===== src/rtl/stream_scoreboard_pkg.sv =====
// Shared types and helpers for the stream scoreboard.
package stream_scoreboard_pkg;

    typedef enum logic {
        RUN  = 1'b0,
        DONE = 1'b1
    } state_e;

    // Widest values the helpers accept; callers zero-extend into them and
    // cast the result back to their own width.
    localparam int MAX_W        = 64;
    localparam int MAX_D        = 2048;
    localparam int MAX_LANES    = 64;
    localparam int MAX_D_AW     = $clog2(MAX_D);
    localparam int MAX_LANES_AW = $clog2(MAX_LANES);

    // Increment v, holding at the all-ones value of a w-bit counter.
    function automatic logic [MAX_W-1:0] sat_inc(input logic [MAX_W-1:0] v, input int w);
        logic [MAX_W-1:0] lim;
        if (w >= MAX_W) lim = '1;
        else            lim = (MAX_W'(1) << w) - MAX_W'(1);
        return (v >= lim) ? lim : v + MAX_W'(1);
    endfunction

    // One bit per lane: set when the lane is enabled in mask and any bit
    // of that lane differs between a and b.
    function automatic logic [MAX_LANES-1:0] masked_lane_cmp(
        input logic [MAX_D-1:0]     a,
        input logic [MAX_D-1:0]     b,
        input logic [MAX_LANES-1:0] mask,
        input int                   lane_w,
        input int                   lanes
    );
        logic [MAX_LANES-1:0] hit;
        hit = '0;
        for (int k = 0; k < MAX_D; k++) begin
            if (k < lane_w * lanes && a[MAX_D_AW'(k)] != b[MAX_D_AW'(k)])
                hit[MAX_LANES_AW'(k / lane_w)] = 1'b1;
        end
        return hit & mask;
    endfunction

endpackage


===== src/rtl/stream_scoreboard_if.sv =====
// Bundle of the expected-data port, the passive monitor tap, control and
// result signals of the stream scoreboard.
//
// Handshake: a transfer happens on a rising clk edge where vld and rdy are
// both high. A source holds vld and data stable until that edge; rdy may
// change freely. On the expected port the scoreboard owns exp_rdy_o; on the
// monitor tap both mon_vld_i and mon_rdy_i belong to the observed stream.
interface stream_scoreboard_if #(
    parameter int LANE_W    = 16,
    parameter int NUM_LANES = 8,
    parameter int CNT_W     = 16
) ();
    localparam int D = LANE_W * NUM_LANES;

    logic                 clear_i;
    logic                 exp_vld_i;
    logic [D-1:0]         exp_data_i;
    logic                 exp_rdy_o;
    logic                 mon_vld_i;
    logic                 mon_rdy_i;
    logic [D-1:0]         mon_data_i;
    logic [NUM_LANES-1:0] lane_mask_i;
    logic [CNT_W-1:0]     total_i;
    logic [CNT_W-1:0]     beat_cnt_o;
    logic [CNT_W-1:0]     err_cnt_o;
    logic                 err_o;
    logic [CNT_W-1:0]     first_err_beat_o;
    logic [NUM_LANES-1:0] first_err_lanes_o;
    logic                 underflow_o;
    logic                 overrun_o;
    logic                 done_o;

    // Scoreboard side.
    modport slave (
        input  clear_i, exp_vld_i, exp_data_i, mon_vld_i, mon_rdy_i, mon_data_i,
               lane_mask_i, total_i,
        output exp_rdy_o, beat_cnt_o, err_cnt_o, err_o, first_err_beat_o,
               first_err_lanes_o, underflow_o, overrun_o, done_o
    );

    // Bench / self-test controller side.
    modport master (
        output clear_i, exp_vld_i, exp_data_i, mon_vld_i, mon_rdy_i, mon_data_i,
               lane_mask_i, total_i,
        input  exp_rdy_o, beat_cnt_o, err_cnt_o, err_o, first_err_beat_o,
               first_err_lanes_o, underflow_o, overrun_o, done_o
    );
endinterface


===== src/rtl/stream_scoreboard_fifo.sv =====
// Synchronous expected-data FIFO. Pointers carry one extra MSB so full and
// empty come straight from registered pointers; head data is read
// combinationally from the entry at the read pointer.
module stream_scoreboard_fifo #(
    parameter int DEPTH = 16,
    parameter int W     = 128
) (
    input  logic                     clk,
    input  logic                     rst,
    input  logic                     push_i,
    input  logic [W-1:0]             data_i,
    input  logic                     pop_i,
    output logic [W-1:0]             data_o,
    output logic                     full_o,
    output logic                     empty_o,
    output logic [$clog2(DEPTH):0]   cnt_o
);
    localparam int AW = $clog2(DEPTH);

    logic [W-1:0] mem_q [DEPTH];
    logic [AW:0]  wr_ptr_q, wr_ptr_d;
    logic [AW:0]  rd_ptr_q, rd_ptr_d;
    logic         push_ok, pop_ok;

    assign full_o  = (wr_ptr_q[AW] != rd_ptr_q[AW]) && (wr_ptr_q[AW-1:0] == rd_ptr_q[AW-1:0]);
    assign empty_o = (wr_ptr_q == rd_ptr_q);
    assign cnt_o   = wr_ptr_q - rd_ptr_q;
    assign data_o  = mem_q[rd_ptr_q[AW-1:0]];
    assign push_ok = push_i && !full_o;
    assign pop_ok  = pop_i && !empty_o;

    // Advance pointers on accepted push / pop.
    always_comb begin
        wr_ptr_d = wr_ptr_q;
        rd_ptr_d = rd_ptr_q;
        if (push_ok) wr_ptr_d = wr_ptr_q + {{AW{1'b0}}, 1'b1};
        if (pop_ok)  rd_ptr_d = rd_ptr_q + {{AW{1'b0}}, 1'b1};
    end

    // Pointer registers with synchronous reset.
    always_ff @(posedge clk) begin
        if (rst) begin
            wr_ptr_q <= '0;
            rd_ptr_q <= '0;
        end else begin
            wr_ptr_q <= wr_ptr_d;
            rd_ptr_q <= rd_ptr_d;
        end
    end

    // Storage write; contents need no reset since empty masks them.
    always_ff @(posedge clk) begin
        if (push_ok && !rst) mem_q[wr_ptr_q[AW-1:0]] <= data_i;
    end

endmodule


===== src/rtl/stream_scoreboard.sv =====
// Passive vld/rdy stream scoreboard: pops one queued expectation per
// observed beat, compares lane-by-lane under a mask, and keeps counts,
// first-error capture, sticky flags and a RUN/DONE state.
module stream_scoreboard
    import stream_scoreboard_pkg::*;
#(
    parameter int LANE_W    = 16,
    parameter int NUM_LANES = 8,
    parameter int DEPTH     = 16,
    parameter int CNT_W     = 16
) (
    input  logic                   clk,
    input  logic                   rst,
    stream_scoreboard_if.slave     sb,
    output state_e                 dbg_state_o,
    output logic [$clog2(DEPTH):0] dbg_fifo_cnt_o
);
    localparam int D = LANE_W * NUM_LANES;

    logic                 fifo_rst, push, pop, beat, full, empty, beat_err;
    logic [D-1:0]         head;
    logic [NUM_LANES-1:0] mis_lanes, err_lanes;

    state_e               state_q, state_d;
    logic [CNT_W-1:0]     beat_cnt_q, beat_cnt_d;
    logic [CNT_W-1:0]     err_cnt_q, err_cnt_d;
    logic [CNT_W-1:0]     fbeat_q, fbeat_d;
    logic [NUM_LANES-1:0] flanes_q, flanes_d;
    logic                 err_q, err_d;
    logic                 under_q, under_d;
    logic                 over_q, over_d;

    // clear_i behaves as reset; the FIFO reset also discards that cycle's push.
    assign fifo_rst     = rst || sb.clear_i;
    assign sb.exp_rdy_o = !full && !rst;
    assign push         = sb.exp_vld_i && sb.exp_rdy_o;
    assign beat         = sb.mon_vld_i && sb.mon_rdy_i;
    assign pop          = beat && !empty;

    stream_scoreboard_fifo #(
        .DEPTH (DEPTH),
        .W     (D)
    ) u_fifo (
        .clk     (clk),
        .rst     (fifo_rst),
        .push_i  (push),
        .data_i  (sb.exp_data_i),
        .pop_i   (pop),
        .data_o  (head),
        .full_o  (full),
        .empty_o (empty),
        .cnt_o   (dbg_fifo_cnt_o)
    );

    assign mis_lanes = NUM_LANES'(masked_lane_cmp(MAX_D'(sb.mon_data_i), MAX_D'(head),
                                                  MAX_LANES'(sb.lane_mask_i), LANE_W, NUM_LANES));
    // An underflow beat has nothing to compare against, so every lane is blamed.
    assign err_lanes = empty ? '1 : mis_lanes;
    assign beat_err  = beat && (err_lanes != '0);

    // Next-state: counters, first-error capture, sticky flags, RUN/DONE.
    always_comb begin
        state_d    = state_q;
        beat_cnt_d = beat_cnt_q;
        err_cnt_d  = err_cnt_q;
        fbeat_d    = fbeat_q;
        flanes_d   = flanes_q;
        err_d      = err_q;
        under_d    = under_q;
        over_d     = over_q;
        if (beat) begin
            beat_cnt_d = CNT_W'(sat_inc(MAX_W'(beat_cnt_q), CNT_W));
            if (empty) under_d = 1'b1;
            if (beat_err) begin
                err_cnt_d = CNT_W'(sat_inc(MAX_W'(err_cnt_q), CNT_W));
                err_d     = 1'b1;
                if (!err_q) begin
                    fbeat_d  = beat_cnt_q;
                    flanes_d = err_lanes;
                end
            end
            case (state_q)
                RUN:  if (sb.total_i != '0 && beat_cnt_d == sb.total_i) state_d = DONE;
                DONE: over_d = 1'b1;
                default: state_d = RUN;
            endcase
        end
    end

    // State registers; rst and clear_i both return everything to idle RUN.
    always_ff @(posedge clk) begin
        if (rst || sb.clear_i) begin
            state_q    <= RUN;
            beat_cnt_q <= '0;
            err_cnt_q  <= '0;
            fbeat_q    <= '0;
            flanes_q   <= '0;
            err_q      <= 1'b0;
            under_q    <= 1'b0;
            over_q     <= 1'b0;
        end else begin
            state_q    <= state_d;
            beat_cnt_q <= beat_cnt_d;
            err_cnt_q  <= err_cnt_d;
            fbeat_q    <= fbeat_d;
            flanes_q   <= flanes_d;
            err_q      <= err_d;
            under_q    <= under_d;
            over_q     <= over_d;
        end
    end

    assign sb.beat_cnt_o        = beat_cnt_q;
    assign sb.err_cnt_o         = err_cnt_q;
    assign sb.err_o             = err_q;
    assign sb.first_err_beat_o  = fbeat_q;
    assign sb.first_err_lanes_o = flanes_q;
    assign sb.underflow_o       = under_q;
    assign sb.overrun_o         = over_q;
    assign sb.done_o            = (state_q == DONE);
    assign dbg_state_o          = state_q;

endmodule


===== src/flat_wrapper.sv =====
// flat-port wrapper written by rule: the top's interface ports become plain ports
module stream_scoreboard_flat import stream_scoreboard_pkg::*;
#(
    parameter int LANE_W    = 16,
    parameter int NUM_LANES = 8,
    parameter int DEPTH     = 16,
    parameter int CNT_W     = 16
)
  (clk, rst, dbg_state_o, dbg_fifo_cnt_o, sb_clear_i, sb_exp_vld_i, sb_exp_data_i, sb_mon_vld_i, sb_mon_rdy_i, sb_mon_data_i, sb_lane_mask_i, sb_total_i, sb_exp_rdy_o, sb_beat_cnt_o, sb_err_cnt_o, sb_err_o, sb_first_err_beat_o, sb_first_err_lanes_o, sb_underflow_o, sb_overrun_o, sb_done_o);
  stream_scoreboard_if #(.LANE_W(LANE_W), .NUM_LANES(NUM_LANES), .CNT_W(CNT_W)) sb_i ();
  input  logic clk;
  input  logic rst;
  output state_e dbg_state_o;
  output logic [$clog2(DEPTH):0] dbg_fifo_cnt_o;
  input wire logic [$bits(sb_i.clear_i)-1:0] sb_clear_i;
  input wire logic [$bits(sb_i.exp_vld_i)-1:0] sb_exp_vld_i;
  input wire logic [$bits(sb_i.exp_data_i)-1:0] sb_exp_data_i;
  input wire logic [$bits(sb_i.mon_vld_i)-1:0] sb_mon_vld_i;
  input wire logic [$bits(sb_i.mon_rdy_i)-1:0] sb_mon_rdy_i;
  input wire logic [$bits(sb_i.mon_data_i)-1:0] sb_mon_data_i;
  input wire logic [$bits(sb_i.lane_mask_i)-1:0] sb_lane_mask_i;
  input wire logic [$bits(sb_i.total_i)-1:0] sb_total_i;
  output wire logic [$bits(sb_i.exp_rdy_o)-1:0] sb_exp_rdy_o;
  output wire logic [$bits(sb_i.beat_cnt_o)-1:0] sb_beat_cnt_o;
  output wire logic [$bits(sb_i.err_cnt_o)-1:0] sb_err_cnt_o;
  output wire logic [$bits(sb_i.err_o)-1:0] sb_err_o;
  output wire logic [$bits(sb_i.first_err_beat_o)-1:0] sb_first_err_beat_o;
  output wire logic [$bits(sb_i.first_err_lanes_o)-1:0] sb_first_err_lanes_o;
  output wire logic [$bits(sb_i.underflow_o)-1:0] sb_underflow_o;
  output wire logic [$bits(sb_i.overrun_o)-1:0] sb_overrun_o;
  output wire logic [$bits(sb_i.done_o)-1:0] sb_done_o;
  assign sb_i.clear_i = sb_clear_i;
  assign sb_i.exp_vld_i = sb_exp_vld_i;
  assign sb_i.exp_data_i = sb_exp_data_i;
  assign sb_i.mon_vld_i = sb_mon_vld_i;
  assign sb_i.mon_rdy_i = sb_mon_rdy_i;
  assign sb_i.mon_data_i = sb_mon_data_i;
  assign sb_i.lane_mask_i = sb_lane_mask_i;
  assign sb_i.total_i = sb_total_i;
  assign sb_exp_rdy_o = sb_i.exp_rdy_o;
  assign sb_beat_cnt_o = sb_i.beat_cnt_o;
  assign sb_err_cnt_o = sb_i.err_cnt_o;
  assign sb_err_o = sb_i.err_o;
  assign sb_first_err_beat_o = sb_i.first_err_beat_o;
  assign sb_first_err_lanes_o = sb_i.first_err_lanes_o;
  assign sb_underflow_o = sb_i.underflow_o;
  assign sb_overrun_o = sb_i.overrun_o;
  assign sb_done_o = sb_i.done_o;
  stream_scoreboard #(.LANE_W(LANE_W), .NUM_LANES(NUM_LANES), .DEPTH(DEPTH), .CNT_W(CNT_W)) u_core (.clk(clk), .rst(rst), .sb(sb_i), .dbg_state_o(dbg_state_o), .dbg_fifo_cnt_o(dbg_fifo_cnt_o));
endmodule

===== config.mk =====
export PLATFORM = sky130hd
export DESIGN_NAME = stream_scoreboard_flat
export DESIGN_NICKNAME = d
export VERILOG_FILES = /design/src/rtl/stream_scoreboard_pkg.sv /design/src/rtl/stream_scoreboard_if.sv /design/src/rtl/stream_scoreboard_fifo.sv /design/src/rtl/stream_scoreboard.sv /design/src/flat_wrapper.sv
export SDC_FILE = /design/constraint.sdc
export NUM_CORES = 2
export LEC_CHECK = 0
export ABC_AREA = 1
export ABC_CLOCK_PERIOD_IN_PS = 8510
export BUFFER_PORTS_ARGS = -buffer_cell sky130_fd_sc_hd__buf_4
export CAP_MARGIN = 0
export CORE_MARGIN = 4
export CORE_UTILIZATION = 40
export CTS_CLUSTER_SIZE = 28
export DETAILED_ROUTE_END_ITERATION = 7
export HOLD_SLACK_MARGIN = 0.02
export SYNTH_ARGS = -nofsm -noshare
export SYNTH_HDL_FRONTEND = slang
export SYNTH_SLANG_ARGS = --single-unit

===== constraint.sdc =====
create_clock -name clk -period 8.51 [get_ports clk]
set_input_delay 0 -clock clk [delete_from_list [all_inputs] [get_ports clk]]
set_output_delay 0 -clock clk [all_outputs]
set_load 0.1 [all_outputs]

# After elaboration in Yosys (flattened, before gate mapping)

Memory sizes are Yosys's and may differ from the RTL's. A register that Yosys moved wholly into a read port is not among the register bits.
Cells that the tools add are included.

Eq/ne operators: 132
Reductions and logical operators: 21
Multiplexer cells: 140
$add $sub $neg: 5
Bitwise operators: 2
Magnitude comparators: 2

Operator list:

| kind                  | count |
|---|---|
| $mux 64               | 3 |
| $mux 1                | 132 |
| $ne 1x1->1            | 129 |
| $ge 16x64->1          | 2 |
| $add 16x1->16 const B | 2 |
| $mux 16               | 2 |
| $eq 16x16->1          | 1 |
| $reduce_bool 16->1    | 1 |
| $add 5x1->5 const B   | 2 |
| $logic_and 1x1->1     | 10 |
| $and 8x8->8           | 1 |
| $mux 4                | 2 |
| $mux 8                | 1 |
| $reduce_bool 8->1     | 1 |
| $reduce_and 2->1      | 3 |
| $eq 5x5->1            | 1 |
| $sub 5x5->5           | 1 |
| $eq 4x4->1            | 1 |
| $logic_not 1->1       | 4 |
| $reduce_and 3->1      | 1 |
| $logic_or 1x1->1      | 1 |
| $not 1->1             | 1 |

Logic and storage cells: 313
Register bits: 70
Memory bits (writable): 2048
Output and inout port bits: 67
Memories kept: 1

Memories:

| name                | words | width | rd ports | clocked after Yosys merged registers in | wr ports | RTL line                     | text |
|---|---|---|---|---|---|---|---|
| u_core.u_fifo.mem_q | 16    | 128   | 1        | 1                                       | 1        | stream_scoreboard_fifo.sv:20 | `logic [W-1:0] mem_q [DEPTH];` |

# Depth between registers and ports, before layout

Word-level depth: 25
Gate-level depth with buffers: 27
Gate-level depth less buffers: 23

# Hierarchy

A second synthesis with hierarchy kept.

Cell total of the unflattened synthesis: 8752
Area, all modules: 91230.0 sq um

Modules (own cells, without submodules):

| module                 | cells an instance | instances | area each (sq um) |
|---|---|---|---|
| stream_scoreboard_fifo | 7603              | 1         | 85167.9 |
| stream_scoreboard      | 1149              | 1         | 6062.1 |

# Worst setup path before layout

OpenSTA, ideal clock, no wires.

Kind: register to register
Start: register u_core.u_fifo.wr_ptr_q[0]
End: memory u_core.u_fifo.mem_q[11][0], enable pin
Arrival time: 8552 ps
Setup slack: -658 ps
Setup time: 616 ps
Required time: 7894 ps
Cell stages (with the launch flop): 9
Period minus slack after synthesis: 9168 ps
Cells stage by stage: dfxtp_1 inv_1 ha_1 nand4_1 inv_1 a21oi_1 nand3_1 or2_2 nor2_1

Longest elaborated chain between the ends: 9

Ends and longest elaborated chain:

| item                         | RTL line                     | text |
|---|---|---|
| from (decl)                  | stream_scoreboard_fifo.sv:21 | `logic [AW:0] wr_ptr_q, wr_ptr_d;` |
| from (signal assigned)       | stream_scoreboard_fifo.sv:46 | `wr_ptr_q <= wr_ptr_d;` |
| $eq 4x4->1                   | stream_scoreboard_fifo.sv:25 | `assign full_o = (wr_ptr_q[AW] != rd_ptr_q[AW]) && (wr_ptr_q[AW-1:0] == rd_ptr_q[AW-1:0]);` |
| $logic_and 1x1->1            | stream_scoreboard_fifo.sv:25 |  |
| $logic_not 1->1              | stream_scoreboard.sv:35      | `assign sb.exp_rdy_o = !full && !rst;` |
| $logic_and 1x1->1            | stream_scoreboard.sv:35      |  |
| via sb_exp_rdy_o             | flat_wrapper.sv:23           | `output wire logic [$bits(sb_i.exp_rdy_o)-1:0] sb_exp_rdy_o;` |
| $logic_and 1x1->1            | stream_scoreboard.sv:36      | `assign push = sb.exp_vld_i && sb.exp_rdy_o;` |
| $logic_and 1x1->1            | stream_scoreboard_fifo.sv:29 | `assign push_ok = push_i && !full_o;` |
| $logic_and 1x1->1            | stream_scoreboard_fifo.sv:53 | `if (push_ok && !rst) mem_q[wr_ptr_q[AW-1:0]] <= data_i;` |
| $mux 1                       | stream_scoreboard_fifo.sv:53 |  |
| $mux 1 (not written as such) | stream_scoreboard_fifo.sv:53 |  |
| to (decl)                    | stream_scoreboard_fifo.sv:20 |  |

The timed path passes the listed nets, and every way through them passes these cells.

==> results.md <==
- Status: finished clean
- Initial antenna violation count: 43
- Worst-skew pair later-pin latency: 870 ps
- DR vias/cell: 5.23
- Largest net degree at the start of global routing: 202
- Cell Area, Placed: 95,400 um2
- # DRC: 0
- Post-route cell area: 105,000 um2
- Mux share of post-synthesis cell area: 0%
- RR Endpoint: u_core.sb.first_err_lanes_o[3]
- Crit Path Category: register to register
- Power, Total: 21,600 uW
- Met2 global-route usage: 36.8%
- Drt initial violations: 6,663
- Most Crowded Layer GR: met2
- Global routing met3 resource utilization: 3.33%
- Complex-gate fraction of the synthesized area: 1.80%
- Overall routing resource usage: 22.4%
- Worst EP arrival: 6730 ps
- Tcrit/Tclk final: 70.6%
- Total gr overflow: 0
- # nets final: 9,153
- Unique masters post-synth: 40
- Share of cells above drive strength 1: 8.56%
- Worst Path Max Fanout: 60
- Post-route ant nets: 0
- # H-tree levels: 4
- Adder-Cell Fraction of Synth Area: 0.175%
- Clk root buf: clkbuf_16
- Post-Synthesis Cells: 8,429
- R2r worst-path depth: 21
- Final Hold Fails: 0
- Unrepaired setup endpoints after global routing: no
- WP data required: 9230 ps
- Avg Inst Size Synth: 10.7 um2
- Worst min-delay path class: primary input to register
- Area Overhead vs Synth: 16.3%
- Wire per inst: 22.2 um
- Xor/xnor cell area share of the yosys netlist: 0.224%
- Clock Skews: 56.0 ps
- Sequential fraction of the synthesis area: 69.9%
- Core area: 223,000 um2
- Pwr Density: 207 nW/um2
- Met1 Usage GRT: 31.2%
- Final number of setup-violating endpoints: 0
- Die area: 233,000 um2
- Min-Delay Endpoint: u_core.u_fifo.mem_q[4][120]
- Worst setup SP type: register
- Post-Synthesis Cell Area: 90,000 um2
- Clk slew on worst S/H paths: 60 ps
- Tmin final: 6010 ps
- Max Cap Viol: 0
- Seq cells post-synth: 2,122
- Register-to-register setup slack: 2500 ps
- Reg area: 63,000 um2
- Ports: 353
- Hold Startpoint: sb_exp_data_i[120]
- Syn Nets: 8,727
- Worst Path Buf+Inv: 3
- Levels on crit path: 21
- YS warnings: 0
- Half-perimeter wire length after detailed placement: 137,000 um
- Fillcell total: 20,100
- VDD IR max: 0.184 mV
- TritonCTS Sinks: 2,122
- Top Family by Delay on Critical Path: simple AND/OR/NAND/NOR gates
- CP cell instances: buf_4 > buf_4 > nand2_1 > nand3_1 > nand3_1 > nand3_1 > nand2_1 > nand2_1 > nand2_1 > nor2_1 > nand2_1 > nor2_1 > nand2_1 > nand2_1 > nand2_1 > nor2_1 > nand3_2 > nand3_2 > nand2_1 > inv_1 > nor2_1
- Crit path top cell by count: nand2_1
- Main combinational cell family by area after synthesis: simple AND/OR/NAND/NOR gates
- Via Count: 62,900
- Vias in the first global route: 58,900
- Hold depth: 2
- CTS Buffer Depth: 3
- First-pass GRT wire length: 391,000 um
- Slew Limit Fails: 0
- Kind of end point of the critical path: register
- DR pass1 iterations: 6
- CP peak stage delay: 720 ps
- Peak Freq: 166 MHz
- Post-synthesis simple-gate area fraction: 22.8%
- Die Ht: 482 um
- Initial Utilization: 40.3%
- Total wire length: 267,000 um
- CTS buffer count: 215
- Max-slew headroom: 14.8%
- CTS tree: yes
- Routability cong.: 0.827
- Final Util: 46.9%
- Die X: 482 um
- P_leak: 0.0402 uW
- Worst slew pin tran: 1280 ps
- # port buffers: 352
- Std cell rows: 173
- CP max-delay cell: nand3_2
- Multi-input gate area: 22,600 um2
==> what timing repair did <==
| action | CTS | global route |
|---|---|---|
| gates resized for setup | 0 | 0 |
| buffers inserted | 0 | 0 |
| hold buffers | 229 | 0 |
| endpoints found under the hold margin | 2121 | 0 |
==> per-layer routing <==
metal,up-vias,routed length [um]
li1,29400,-
met1,30800,115000
met2,2281,127000
met3,402,18600
met4,18,6550
met5,-,105
==> final cells by class <==
class,count,share of cell area (%)
multi-input combinational,5204,21.6
tap,2975,3.56
clock buffer,274,5.41
inverter,651,2.37
sequential,2122,60.2
antenna,18,0.0430
timing repair buffer,661,5.66
clock inverter,131,1.21
==> registers in the layout (all words and copies together) (netlist names), named ones only <==
name	flops
u_core.sb.err_o	1
u_core.sb.err_cnt_o	16
u_core.u_fifo.mem_q	2048
u_core.dbg_state_o	1
u_core.sb.overrun_o	1
u_core.u_fifo.rd_ptr_q	5
u_core.sb.underflow_o	1
u_core.sb.beat_cnt_o	16
u_core.u_fifo.wr_ptr_q	5
u_core.sb.first_err_beat_o	16
u_core.sb.first_err_lanes_o	8
==> how the worst max path moves through the flow <==
stage	startpoint	endpoint	slack, ps
floorplan	u_core.u_fifo.wr_ptr_q[0]	u_core.u_fifo.mem_q[11][0]	-660
global placement	register	u_core.sb.first_err_beat_o[5]	2480
detailed placement	register	u_core.sb.first_err_lanes_o[6]	2420
CTS	register	u_core.sb.first_err_lanes_o[3]	2380
global route	register	u_core.sb.first_err_lanes_o[3]	2060
finish	register	u_core.sb.first_err_lanes_o[3]	2500
==> logic make-up after synthesis <==
group,count (synthesis)
xor+xnor,23
simple gates,4884
buf+inv,1103
flops,2122
fa+ha+maj,12
compound gates,285
==> stage by stage <==
stage / hold slack, ps / std cells / TNS (ps) / setup slack (ps)
4_1_cts: 21.3 / 12000 / 0 / 2380
6_report: 55.9 / 12000 / 0 / 2500
3_5_place_dp: 303 / 11400 / 0 / 2420
3_3_place_gp: 294 / 11400 / 0 / 2480
5_1_grt: 49.1 / 12000 / 0 / 2060
2_1_floorplan: 98.9 / 8429 / -252700 / -658
==> where the power goes <==
| part | switching [uW] | leakage [uW] | internal [uW] |
|---|---|---|---|
| combinational | 576 | 0.0178 | 289 |
| sequential | 15.0 | 0.0190 | 11500 |
| clock | 4050 | 0.00335 | 5240 |
==> layout by cell type, fill, tap and decap left out, types with 18 or more instances in the layout <==
cell | netlist | layout
clkbuf_1 | 94 | 56
inv_1 | 644 | 644
nand4_1 | 30 | 30
dfxtp_1 | 74 | 70
a21oi_1 | 58 | 58
nor2_1 | 378 | 361
dlygate4sd3_1 | 0 | 229
nand3b_1 | 34 | 34
buf_4 | 11 | 401
buf_12 | 0 | 31
o21ai_0 | 139 | 139
edfxtp_1 | 2048 | 2048
diode_2 | 0 | 18
o211ai_1 | 60 | 60
clkbuf_16 | 0 | 218
clkinv_1 | 2 | 56
nand3_1 | 1467 | 1467
clkinv_2 | 0 | 35
nand2_1 | 2925 | 2925
==> cell usage after synthesis <==
library cell | n | share of area, %
nand2_1 | 2925 | 12
edfxtp_1 | 2048 | 68
nand3_1 | 1467 | 8.2
inv_1 | 644 | 2.7
nor2_1 | 378 | 1.6
buf_2 | 304 | 1.7
o21ai_0 | 139 | 0.77
clkbuf_1 | 94 | 0.39
dfxtp_1 | 74 | 1.6
o211ai_1 | 60 | 0.50
a21oi_1 | 58 | 0.32
buf_1 | 40 | 0.17
nand3b_1 | 34 | 0.28
nand4_1 | 30 | 0.21
or2_2 | 17 | 0.12
xor2_1 | 16 | 0.16
or2_1 | 12 | 0.083
buf_4 | 11 | 0.092
ha_1 | 11 | 0.15
nor3_1 | 11 | 0.061
o21ai_1 | 9 | 0.050
xnor2_1 | 7 | 0.068
a211oi_1 | 6 | 0.050
nor4_1 | 6 | 0.042
o21a_1 | 5 | 0.042
inv_2 | 4 | 0.017
buf_6 | 3 | 0.038
clkinv_1 | 2 | 0.0083
nand3_2 | 2 | 0.022
o22ai_1 | 2 | 0.014
a2111oi_0 | 1 | 0.0097
a21oi_2 | 1 | 0.0097
a22oi_1 | 1 | 0.0083
a31oi_1 | 1 | 0.0070
a41oi_1 | 1 | 0.0097
and3_1 | 1 | 0.0070
fa_1 | 1 | 0.022
inv_4 | 1 | 0.0070
nand2_4 | 1 | 0.013
o21bai_1 | 1 | 0.0083
Power figures use the tool's default switching activity.
